File: src/rtl/triad_encode_pkg.sv
// Shared definitions for the triad link; both encode and decode ends use this bit order.
package triad_encode_pkg;

   localparam int unsigned TRIAD_LEN = 3;
   localparam int unsigned HS_W      = 2;
   localparam int unsigned DT_W      = 4;

   // Triad serial slots: start bit, strip bit, half-strip bit, then optional dead time.
   typedef enum logic [2:0] {
      IDLE = 3'd0,
      B0   = 3'd1,
      B1   = 3'd2,
      B2   = 3'd3,
      DEAD = 3'd4
   } state_t;

   // Serial value driven in a given slot for a latched half-strip index.
   function automatic logic triad_bit(input state_t st, input logic [HS_W-1:0] hs_v);
      case (st)
         B0:      return 1'b1;
         B1:      return hs_v[1];
         B2:      return hs_v[0];
         default: return 1'b0;
      endcase
   endfunction

endpackage

File: src/rtl/triad_encode_if.sv
// Request handshake into the triad encoder: hit request, half-strip index and buffer-ready.
interface triad_encode_if;
   import triad_encode_pkg::*;

   logic            req;
   logic [HS_W-1:0] hs;
   logic            ready;

   modport master (output req, output hs, input ready);
   modport slave  (input req, input hs, output ready);
endinterface

File: src/rtl/triad_encode.sv
// Distrip triad serializer with one-entry pending buffer, programmable dead time
// and a saturating dropped-request counter.
module triad_encode
   import triad_encode_pkg::*;
#(
   parameter int unsigned DROP_CNT_W = 16
) (
   input  logic                  clock,
   input  logic                  reset,
   triad_encode_if.slave         link,
   input  logic [DT_W-1:0]       dead_time,
   input  logic                  drop_cnt_rst,
   output logic                  triad,
   output logic                  busy,
   output logic                  sent,
   output logic [DROP_CNT_W-1:0] drop_cnt
);

   state_t          state, next_state;
   logic [HS_W-1:0] hs_l, hs_l_n;
   logic            buf_valid, buf_valid_n;
   logic [HS_W-1:0] buf_hs, buf_hs_n;
   logic [DT_W-1:0] dead_cnt, dead_cnt_n;
   logic            drop_inc;
   logic            start;
   logic            pending;
   logic            triad_n, sent_n;
   logic            ready_q;

   assign link.ready = ready_q;

   // Next-state, buffer bookkeeping and next-cycle output values.
   always_comb begin
      next_state  = state;
      hs_l_n      = hs_l;
      buf_valid_n = buf_valid;
      buf_hs_n    = buf_hs;
      dead_cnt_n  = dead_cnt;
      drop_inc    = 1'b0;
      start       = 1'b0;
      pending     = buf_valid | link.req;
      triad_n     = 1'b0;
      sent_n      = 1'b0;

      case (state)
         IDLE: begin
            if (pending) start = 1'b1;
         end
         B0: next_state = B1;
         B1: next_state = B2;
         B2: begin
            if (dead_time != '0) begin
               next_state = DEAD;
               dead_cnt_n = dead_time;
            end else if (pending) begin
               start = 1'b1;
            end else begin
               next_state = IDLE;
            end
         end
         DEAD: begin
            if (dead_cnt == DT_W'(1)) begin
               if (pending) start = 1'b1;
               else         next_state = IDLE;
            end else begin
               dead_cnt_n = dead_cnt - DT_W'(1);
            end
         end
         default: next_state = IDLE;
      endcase

      // Buffered entry is served first; a simultaneous new request refills the buffer.
      if (start) begin
         next_state = B0;
         if (buf_valid) begin
            hs_l_n      = buf_hs;
            buf_valid_n = link.req;
            if (link.req) buf_hs_n = link.hs;
         end else begin
            hs_l_n = link.hs;
         end
      end else if (link.req) begin
         if (!buf_valid) begin
            buf_valid_n = 1'b1;
            buf_hs_n    = link.hs;
         end else begin
            drop_inc = 1'b1;
         end
      end

      triad_n = triad_bit(next_state, hs_l_n);
      sent_n  = (next_state == B2);
   end

   // State register.
   always_ff @(posedge clock or posedge reset) begin
      if (reset) state <= IDLE;
      else       state <= next_state;
   end

   // Latched index, pending buffer and dead-time counter.
   always_ff @(posedge clock or posedge reset) begin
      if (reset) begin
         hs_l      <= '0;
         buf_valid <= 1'b0;
         buf_hs    <= '0;
         dead_cnt  <= '0;
      end else begin
         hs_l      <= hs_l_n;
         buf_valid <= buf_valid_n;
         buf_hs    <= buf_hs_n;
         dead_cnt  <= dead_cnt_n;
      end
   end

   // Registered outputs, aligned with the state they describe.
   always_ff @(posedge clock or posedge reset) begin
      if (reset) begin
         triad   <= 1'b0;
         sent    <= 1'b0;
         busy    <= 1'b0;
         ready_q <= 1'b1;
      end else begin
         triad   <= triad_n;
         sent    <= sent_n;
         busy    <= (next_state != IDLE);
         ready_q <= !buf_valid_n;
      end
   end

   // Saturating drop counter; clear wins over a same-cycle increment.
   always_ff @(posedge clock or posedge reset) begin
      if (reset) begin
         drop_cnt <= '0;
      end else if (drop_cnt_rst) begin
         drop_cnt <= '0;
      end else if (drop_inc && (drop_cnt != '1)) begin
         drop_cnt <= drop_cnt + DROP_CNT_W'(1);
      end
   end

endmodule

File: src/flat_wrapper.sv
// flat-port wrapper written by rule: the top's interface ports become plain ports
module triad_encode_flat import triad_encode_pkg::*;
#(
   parameter int unsigned DROP_CNT_W = 16
)
  (clock, reset, dead_time, drop_cnt_rst, triad, busy, sent, drop_cnt, link_req, link_hs, link_ready);
  triad_encode_if link_i ();
  input  logic clock;
  input  logic reset;
  input  logic [DT_W-1:0] dead_time;
  input  logic drop_cnt_rst;
  output logic triad;
  output logic busy;
  output logic sent;
  output logic [DROP_CNT_W-1:0] drop_cnt;
  input wire logic [$bits(link_i.req)-1:0] link_req;
  input wire logic [$bits(link_i.hs)-1:0] link_hs;
  output wire logic [$bits(link_i.ready)-1:0] link_ready;
  assign link_i.req = link_req;
  assign link_i.hs = link_hs;
  assign link_ready = link_i.ready;
  triad_encode #(.DROP_CNT_W(DROP_CNT_W)) u_core (.clock(clock), .reset(reset), .link(link_i), .dead_time(dead_time), .drop_cnt_rst(drop_cnt_rst), .triad(triad), .busy(busy), .sent(sent), .drop_cnt(drop_cnt));
endmodule
File: config.mk
export PLATFORM = sky130hd
export DESIGN_NAME = triad_encode_flat
export DESIGN_NICKNAME = d
export VERILOG_FILES = /design/src/rtl/triad_encode_pkg.sv /design/src/rtl/triad_encode_if.sv /design/src/rtl/triad_encode.sv /design/src/flat_wrapper.sv
export SDC_FILE = /design/constraint.sdc
export NUM_CORES = 1
export LEC_CHECK = 0
export CAP_MARGIN = 20
export CORE_ASPECT_RATIO = 1.2
export CORE_MARGIN = 1.5
export CORE_UTILIZATION = 30
export DETAILED_ROUTE_END_ITERATION = 6
export HOLD_SLACK_MARGIN = 0.03
export SETUP_SLACK_MARGIN = 0.3
export SYNTH_ARGS = -nofsm -noshare
export SYNTH_HDL_FRONTEND = slang
export SYNTH_SLANG_ARGS = --single-unit
File: constraint.sdc
create_clock -name clock -period 2.04 [get_ports clock]
set_input_delay 0.204 -clock clock [delete_from_list [all_inputs] [get_ports clock]]
set_output_delay 0.204 -clock clock [all_outputs]
set_load 0.01 [all_outputs]
==> flow_metrics.py, run 1 <==
metrics = {
    "floorplanning": {
        "design.die.area_um2": 6400,
        "core-area_um2": 5710,
        "fp.dieW_um": 73.3,
        "start_util_pct": 31.2,
        "die_y_um": 87.3,
        "ios": 30,
        "num_rows": 30,
    },
    "min_path": {
        "holdPathEnd": "u_core.dead_cnt[0]$_DFFE_PP0P_",
        "hold_class": "input port to flip-flop",
        "worstHoldStart": "dead_time[0]",
        "holdPathStages": 3,
    },
    "routing": {
        "dr_total_vias": 1738,
        "drtPass1Iterations": 5,
        "finalWirelength_um": 4620,
        "met1_length_um": 1960,
        "drt_iter0_drc": 94,
        "postRouteAntennaNets": 0,
        "wl_per_cell_um": 13.2,
        "viasPerCell": 4.95,
        "met2WireLength_um": 2410,
        "wl_met3_um": 209,
        "routed.top_layer": "met4",
        "route.detailed.drc": 0,
    },
    "timing": {
        "setup_ws_ns": 0.115,
        "max_freq_ghz": 0.519,
        "fin_crit_sh_pct": 94.4,
        "worst_pin_slew_ns": 0.452,
        "setup_tns_ns": 0,
        "finalCriticalPeriod_ns": 1.93,
        "slew_viol_final": 0,
        "hold_viol": 0,
        "grt_setup_unrepaired": "true",
        "slew-limit-headroom_pct": 69.8,
        "holdWs_ns": 0.241,
        "final-setup-viol-count": 0,
        "fin_skew_ns": 0.00620,
    },
    "setup_path": {
        "worst-setup-path-type": "flip-flop to flip-flop",
        "crit_chain": "ha_4 -> inv_4 -> or2_4 -> or3_1 -> or3_4 -> mux2_4",
        "rrSetupSlack_ns": 0.11,
        "r2r_end": "u_core.drop_cnt[12]$_DFFE_PP0P_",
        "worst_path_max_delay_cell": "dfrtp_1",
        "cp.required_ns": 2.22,
        "crit_path_start_kind": "flip-flop",
        "critPathArrivalTime_ns": 2.10,
        "critical_path.max_stage_delay_ns": 0.39,
        "r2r_cells": 6,
        "worstSetupEndpointType": "flip-flop",
        "r2r-start": "u_core.drop_cnt[1]$_DFFE_PP0P_",
        "critical_path.max_fanout": 3,
    },
    "synth": {
        "synthXorXnorAreaFrac_pct": 1.48,
        "yosys.area.top_type": "dfrtp_1",
        "synthFlopType": "dfrtp_1",
        "synth.top_cell.area_share_pct": 43.6,
        "yosys.area_share.simple_pct": 27.7,
        "yosysMostFrequentCell": "dfrtp_1",
        "yosys-mux-area-fraction_pct": 5.70,
        "synthTopCellsByCount": "dfrtp_1 (31), nand2_1 (20), nor2_1 (18)",
        "avgSynthCellArea_um2": 9.16,
        "synthTopCellsByArea": "dfrtp_1 (44%), nand2_1 (4.2%), nand3_1 (3.9%)",
        "ys_async_sr_fraction_pct": 100,
        "synth_area_um2": 1780,
        "synth_top_family_by_area": "simple AND/OR/NAND/NOR gates",
        "syn-num-nets": 207,
        "synth_edf_count": 0,
        "ys_types": 44,
        "ys_ff_latch": 32,
        "seq_area_frac_synth_pct": 45.1,
        "netlist_instances": 194,
        "ys_warn_count": 0,
        "synth-compound-area-share_pct": 13.9,
        "synthAdderAreaFrac_pct": 2.74,
    },
    "power_and_ir_drop": {
        "ir_worst_vdd_mv": 0.622,
        "power_mw": 2.93,
        "p_switching_mw": 1.05,
        "p_leak_nw": 1.17,
        "p_int_mw": 1.88,
        "power_frac_clock_pct": 20.8,
        "netSwitchingFraction_pct": 35.8,
        "combPwrFrac_pct": 46.1,
        "cellPowerDensity_nw_per_um2": 1060,
        "pwr-share-seq_pct": 33.1,
    },
    "clock_network": {
        "cts_inserted_buffers": 5,
        "cts_tree": "built",
        "cts.root.buffer_cell": "clkbuf_8",
        "clk_latency_ns": 0.29,
        "clk_pin_slew_ns": 0.07,
        "cts.htree.levels": 2,
        "clock_path_buffers": 2,
        "clock-sinks": 32,
    },
    "cells_and_area": {
        "fill_cells": 555,
        "stdcell_count": 351,
        "drive_gt1_share_pct": 35.4,
        "syn_to_final_growth_pct": 56.2,
        "fin_area_um2": 2780,
        "nNetsFinal": 283,
        "final_util_pct": 48.7,
        "diodes": 0,
    },
    "run_status": {
        "outcome": "finished clean",
    },
    "run": {
        "drv_cap": 0,
    },
    "placement": {
        "dpl-instance-area_um2": 2360,
        "port-buffer-count": 29,
        "dp_hpwl_um": 3020,
        "dp.cells": 322,
        "dp_slack_ns": -0.245,
        "globalplace.congestion": 0.776,
    },
    "global_routing": {
        "grt_max_degree": 33,
        "grt_pass1_wl_um": 7620,
        "grt_pass1_vias": 1621,
        "grtUsageTotal_pct": 15.5,
        "grt_overflow_total": 0,
        "antenna_found_initial": 0,
    },
}
registers in the layout, indices dropped and copies added (netlist names), 2 cells and up:
register	count
u_core.buf_hs	2
u_core.state	3
u_core.hs_l	2
u_core.drop_cnt	16
u_core.dead_cnt	4
what timing repair did:
item,CTS,global route
setup endpoints to repair,22,23
hold buffers,0,0
buffers inserted,14,6
hold endpoints to repair,0,0
gates resized for setup,19,17
pin swaps,11,16
gates cloned,1,0
kinds of logic after synthesis:
family | count (synthesis)
DFF | 32
and+or+nand+nor | 92
xor gates and xnor gates | 3
adders and majority gates | 4
buffers and inverters | 14
muxes | 9
AOI/OAI and AO/OA | 40
power by group through the flow:
stage	registers [mW]	logic (mW)	clock network [mW]
6_report	0.970	1.35	0.609
4_1_cts	0.960	1.25	0.634
3_3_place_gp	0.949	1.08	0
2_1_floorplan	0.925	0.733	0
3_5_place_dp	0.949	1.09	0
5_1_grt	0.993	1.49	0.655
worst max-delay path: cells and delay by family (launching register included):
kind / cells / cell delay, ns
fa+ha+maj: 1 / 0.16
buf+inv: 1 / 0.03
mux: 1 / 0.30
simple gates: 3 / 0.93
flops: 1 / 0.39
layout make-up:
| class | instances | area [um2] | share of cell area (%) |
|---|---|---|---|
| multi-input combinational | 149 | 1090 | 39.2 |
| tap | 80 | 100 | 3.61 |
| timing repair buffer | 75 | 643 | 23.2 |
| sequential | 32 | 806 | 29.0 |
| clock inverter | 3 | 42.5 | 1.53 |
| clock buffer | 5 | 68.8 | 2.48 |
| inverter | 7 | 28.8 | 1.04 |
worst max path at each step:
| stage | to | depth (start not counted) | slack [ns] | startpoint |
|---|---|---|---|---|
| 5_1_grt | u_core.drop_cnt[10]$_DFFE_PP0P_ | 6 | 0.06 | u_core.state[1]$_DFF_PP0_ |
| 2_1_floorplan | u_core.drop_cnt[12]$_DFFE_PP0P_ | 6 | 0.01 | u_core.drop_cnt[1]$_DFFE_PP0P_ |
| 6_report | u_core.drop_cnt[12]$_DFFE_PP0P_ | 6 | 0.11 | u_core.drop_cnt[1]$_DFFE_PP0P_ |
| 4_1_cts | u_core.drop_cnt[12]$_DFFE_PP0P_ | 6 | 0.07 | u_core.drop_cnt[1]$_DFFE_PP0P_ |
| 3_5_place_dp | u_core.buf_hs[1]$_DFFE_PP0P_ | 6 | -0.24 | dead_time[1] |
| 3_3_place_gp | u_core.buf_hs[0]$_DFFE_PP0P_ | 6 | -0.22 | dead_time[1] |
routing by layer:
layer / up-vias / track usage (%)
met5: - / 0
met4: 0 / 4.63
met3: 5 / 4.05
met2: 48 / 27.2
met1: 829 / 18.4
li1: 856 / -
placed cells by master (no fill, tap or decap), drive strengths merged, types with 6 or more instances in the layout:
cell and count:
mux2 6, o21ai 15, or4 7, a21oi 11
buf 46, inv 7, nand3 15, nand2 21
or3 10, dfrtp 31, clkdlybuf4s50 25, nor2 18
(Power assumes the default switching activity.)
==> inputs of run 2 (changes only) <==
- CORE_UTILIZATION: 30 -> 47
- GPL_TIMING_DRIVEN: default -> 0
- PLACE_DENSITY: default -> 0.75
==> flow_metrics.py, run 2 (synthesis results as in run 1) <==
metrics = {
    "run_status": {
        "outcome": "finished clean",
    },
    "timing": {
        "max_freq_ghz": 0.512,
        "hold_viol": 0,
        "grt_setup_unrepaired": "true",
        "slew-limit-headroom_pct": 62.6,
        "fin_skew_ns": 0.00608,
        "final-setup-viol-count": 0,
        "worst_pin_slew_ns": 0.562,
        "fin_crit_sh_pct": 95.7,
        "setup_ws_ns": 0.0872,
        "slew_viol_final": 0,
        "finalCriticalPeriod_ns": 1.95,
    },
    "cells_and_area": {
        "drive_gt1_share_pct": 36.8,
        "fill_cells": 250,
        "stdcell_count": 324,
        "nNetsFinal": 284,
        "layout_commonest_cell": "buf_4",
        "diodes": 0,
        "syn_to_final_growth_pct": 59.0,
        "final_cell_mix": "buf_4 (33), dfrtp_1 (28), clkdlybuf4s50_1 (25)",
        "top_regs": "u_core.drop_cnt x16, u_core.dead_cnt x4, u_core.state x3",
        "final_util_pct": 77.8,
        "largest_reg_flops": 16,
        "top_register": "u_core.drop_cnt",
    },
    "power_and_ir_drop": {
        "cellPowerDensity_nw_per_um2": 1120,
        "p_leak_nw": 1.20,
        "ir_worst_vdd_mv": 0.850,
    },
    "placement": {
        "dp.cells": 276,
        "dp_slack_ns": -0.335,
        "port-buffer-count": 29,
        "globalplace.congestion": 0.832,
        "dp_hpwl_um": 2720,
    },
    "floorplanning": {
        "num_rows": 24,
        "die_y_um": 70.4,
        "design.die.area_um2": 4160,
        "ios": 30,
        "start_util_pct": 48.9,
        "fp.dieW_um": 59.1,
        "core-area_um2": 3630,
    },
    "setup_path": {
        "critical_path.max_stage_delay_ns": 0.39,
        "path_common_cell": "or3_1",
        "critical_path.startpoint": "u_core.drop_cnt[1]$_DFFE_PP0P_",
        "rrSetupSlack_ns": 0.09,
        "critPathTopFamily": "simple AND/OR/NAND/NOR gates",
        "crit_end": "u_core.drop_cnt[12]$_DFFE_PP0P_",
        "critical_path.max_fanout": 4,
        "crit_path_start_kind": "flip-flop",
        "r2r-start": "u_core.drop_cnt[1]$_DFFE_PP0P_",
        "worst_path_max_delay_cell": "dfrtp_1",
        "r2r_cells": 6,
        "crit_buf_inv": 1,
        "worst-setup-path-type": "flip-flop to flip-flop",
        "cp.depth": 6,
        "critPathArrivalTime_ns": 2.13,
        "r2r_end": "u_core.drop_cnt[12]$_DFFE_PP0P_",
        "crit_chain": "ha_4 -> inv_2 -> or2_4 -> or3_1 -> or3_1 -> mux2_4",
        "worstSetupEndpointType": "flip-flop",
        "cp.required_ns": 2.22,
    },
    "global_routing": {
        "antenna_found_initial": 0,
        "grt_pass1_wl_um": 7180,
        "grt_max_degree": 22,
        "grt_pass1_vias": 1615,
        "grtUsageTotal_pct": 22.8,
        "grt_overflow_total": 0,
    },
    "clock_network": {
        "cts_tree": "built",
        "cts.htree.levels": 2,
        "clock_path_buffers": 2,
        "cts.root.buffer_cell": "clkbuf_8",
        "clk_latency_ns": 0.29,
        "cts_inserted_buffers": 5,
        "clk_pin_slew_ns": 0.07,
        "clock-sinks": 32,
    },
    "routing": {
        "viasPerCell": 5.72,
        "finalWirelength_um": 4970,
        "wl_per_cell_um": 15.3,
        "drtPass1Iterations": 4,
        "dr_total_vias": 1854,
        "route.detailed.drc": 0,
        "postRouteAntennaNets": 0,
        "drt_iter0_drc": 110,
    },
    "run": {
        "drv_cap": 0,
    },
    "min_path": {
        "hold_class": "input port to flip-flop",
    },
}
run 2: cell types whose count changed in the layout (fill, tap and decap cells not counted), sizes merged:
cell	previous run	this run
dlygate4sd2	3	2
o2bb2ai	1	2
bufinv	1	0
clkinv	1	0
buf	46	44
clkdlybuf4s15	1	2
clkinvlp	1	0
clkbuf	5	11
nand3	15	14
run 2: worst reg2reg max path, delay by kind of cell (launching register included):
kind	cells	cell delay, ns
adders and majority gates	1	0.16
buffers and inverters	1	0.04
DFF	1	0.39
muxes	1	0.30
and+or+nand+nor	3	0.96
run 2: worst min-delay path by stage:
stage                                 startpoint                             end  cells after the start
finish                              dead_time[0]  u_core.dead_cnt[0]$_DFFE_PP0P_                      3
global placement        u_core.hs_l[0]$_DFF_PP0_        u_core.hs_l[0]$_DFF_PP0_                      2
detailed placement  u_core.buf_hs[1]$_DFFE_PP0P_    u_core.buf_hs[1]$_DFFE_PP0P_                      1
floorplan                                  reset    u_core.buf_hs[0]$_DFFE_PP0P_                      1
CTS                                 dead_time[0]  u_core.dead_cnt[0]$_DFFE_PP0P_                      3
global route                               reset  u_core.drop_cnt[5]$_DFFE_PP0P_                      2
run 2: stage by stage:
stage	TNS, ns	hold slack (ns)	power (mW)	area [um2]
2_1_floorplan	0	0.319	1.66	1820
3_3_place_gp	-3.11	0.494	1.92	2170
3_5_place_dp	-3.46	0.494	1.94	2200
4_1_cts	0	0.238	2.68	2510
5_1_grt	0	0.298	3.37	2830
6_report	0	0.241	3.17	2830
run 2: layout make-up:
type | instances | area, um2 | share of cell area, %
Multi-Input combinational cell | 149 | 1150 | 40.6
Sequential cell | 32 | 806 | 28.5
Timing Repair Buffer | 69 | 639 | 22.6
Clock buffer | 8 | 90.1 | 3.19
Tap cell | 52 | 65.1 | 2.30
Buffer | 7 | 53.8 | 1.90
Inverter | 7 | 26.3 | 0.929
run 2: per-layer routing:
layer / part of all wire, % / GRT usage [%]
met1: 38 / 25.0
met2: 55 / 38.5
met3: 5.0 / 6.48
met4: 2.6 / 12.4
met5: 0 / 0
run 2: repair_timing:
| action | in CTS | in global routing |
|---|---|---|
| gates cloned | 0 | 1 |
| setup endpoints to repair | 28 | 26 |
| pin swaps | 17 | 21 |
| hold buffers | 0 | 0 |
| resized for setup | 18 | 39 |
| setup buffers | 23 | 16 |
run 2: report_power, final:
group / internal, mW / switching [mW]
clock: 0.275 / 0.235
sequential: 0.810 / 0.112
combinational: 0.931 / 0.810
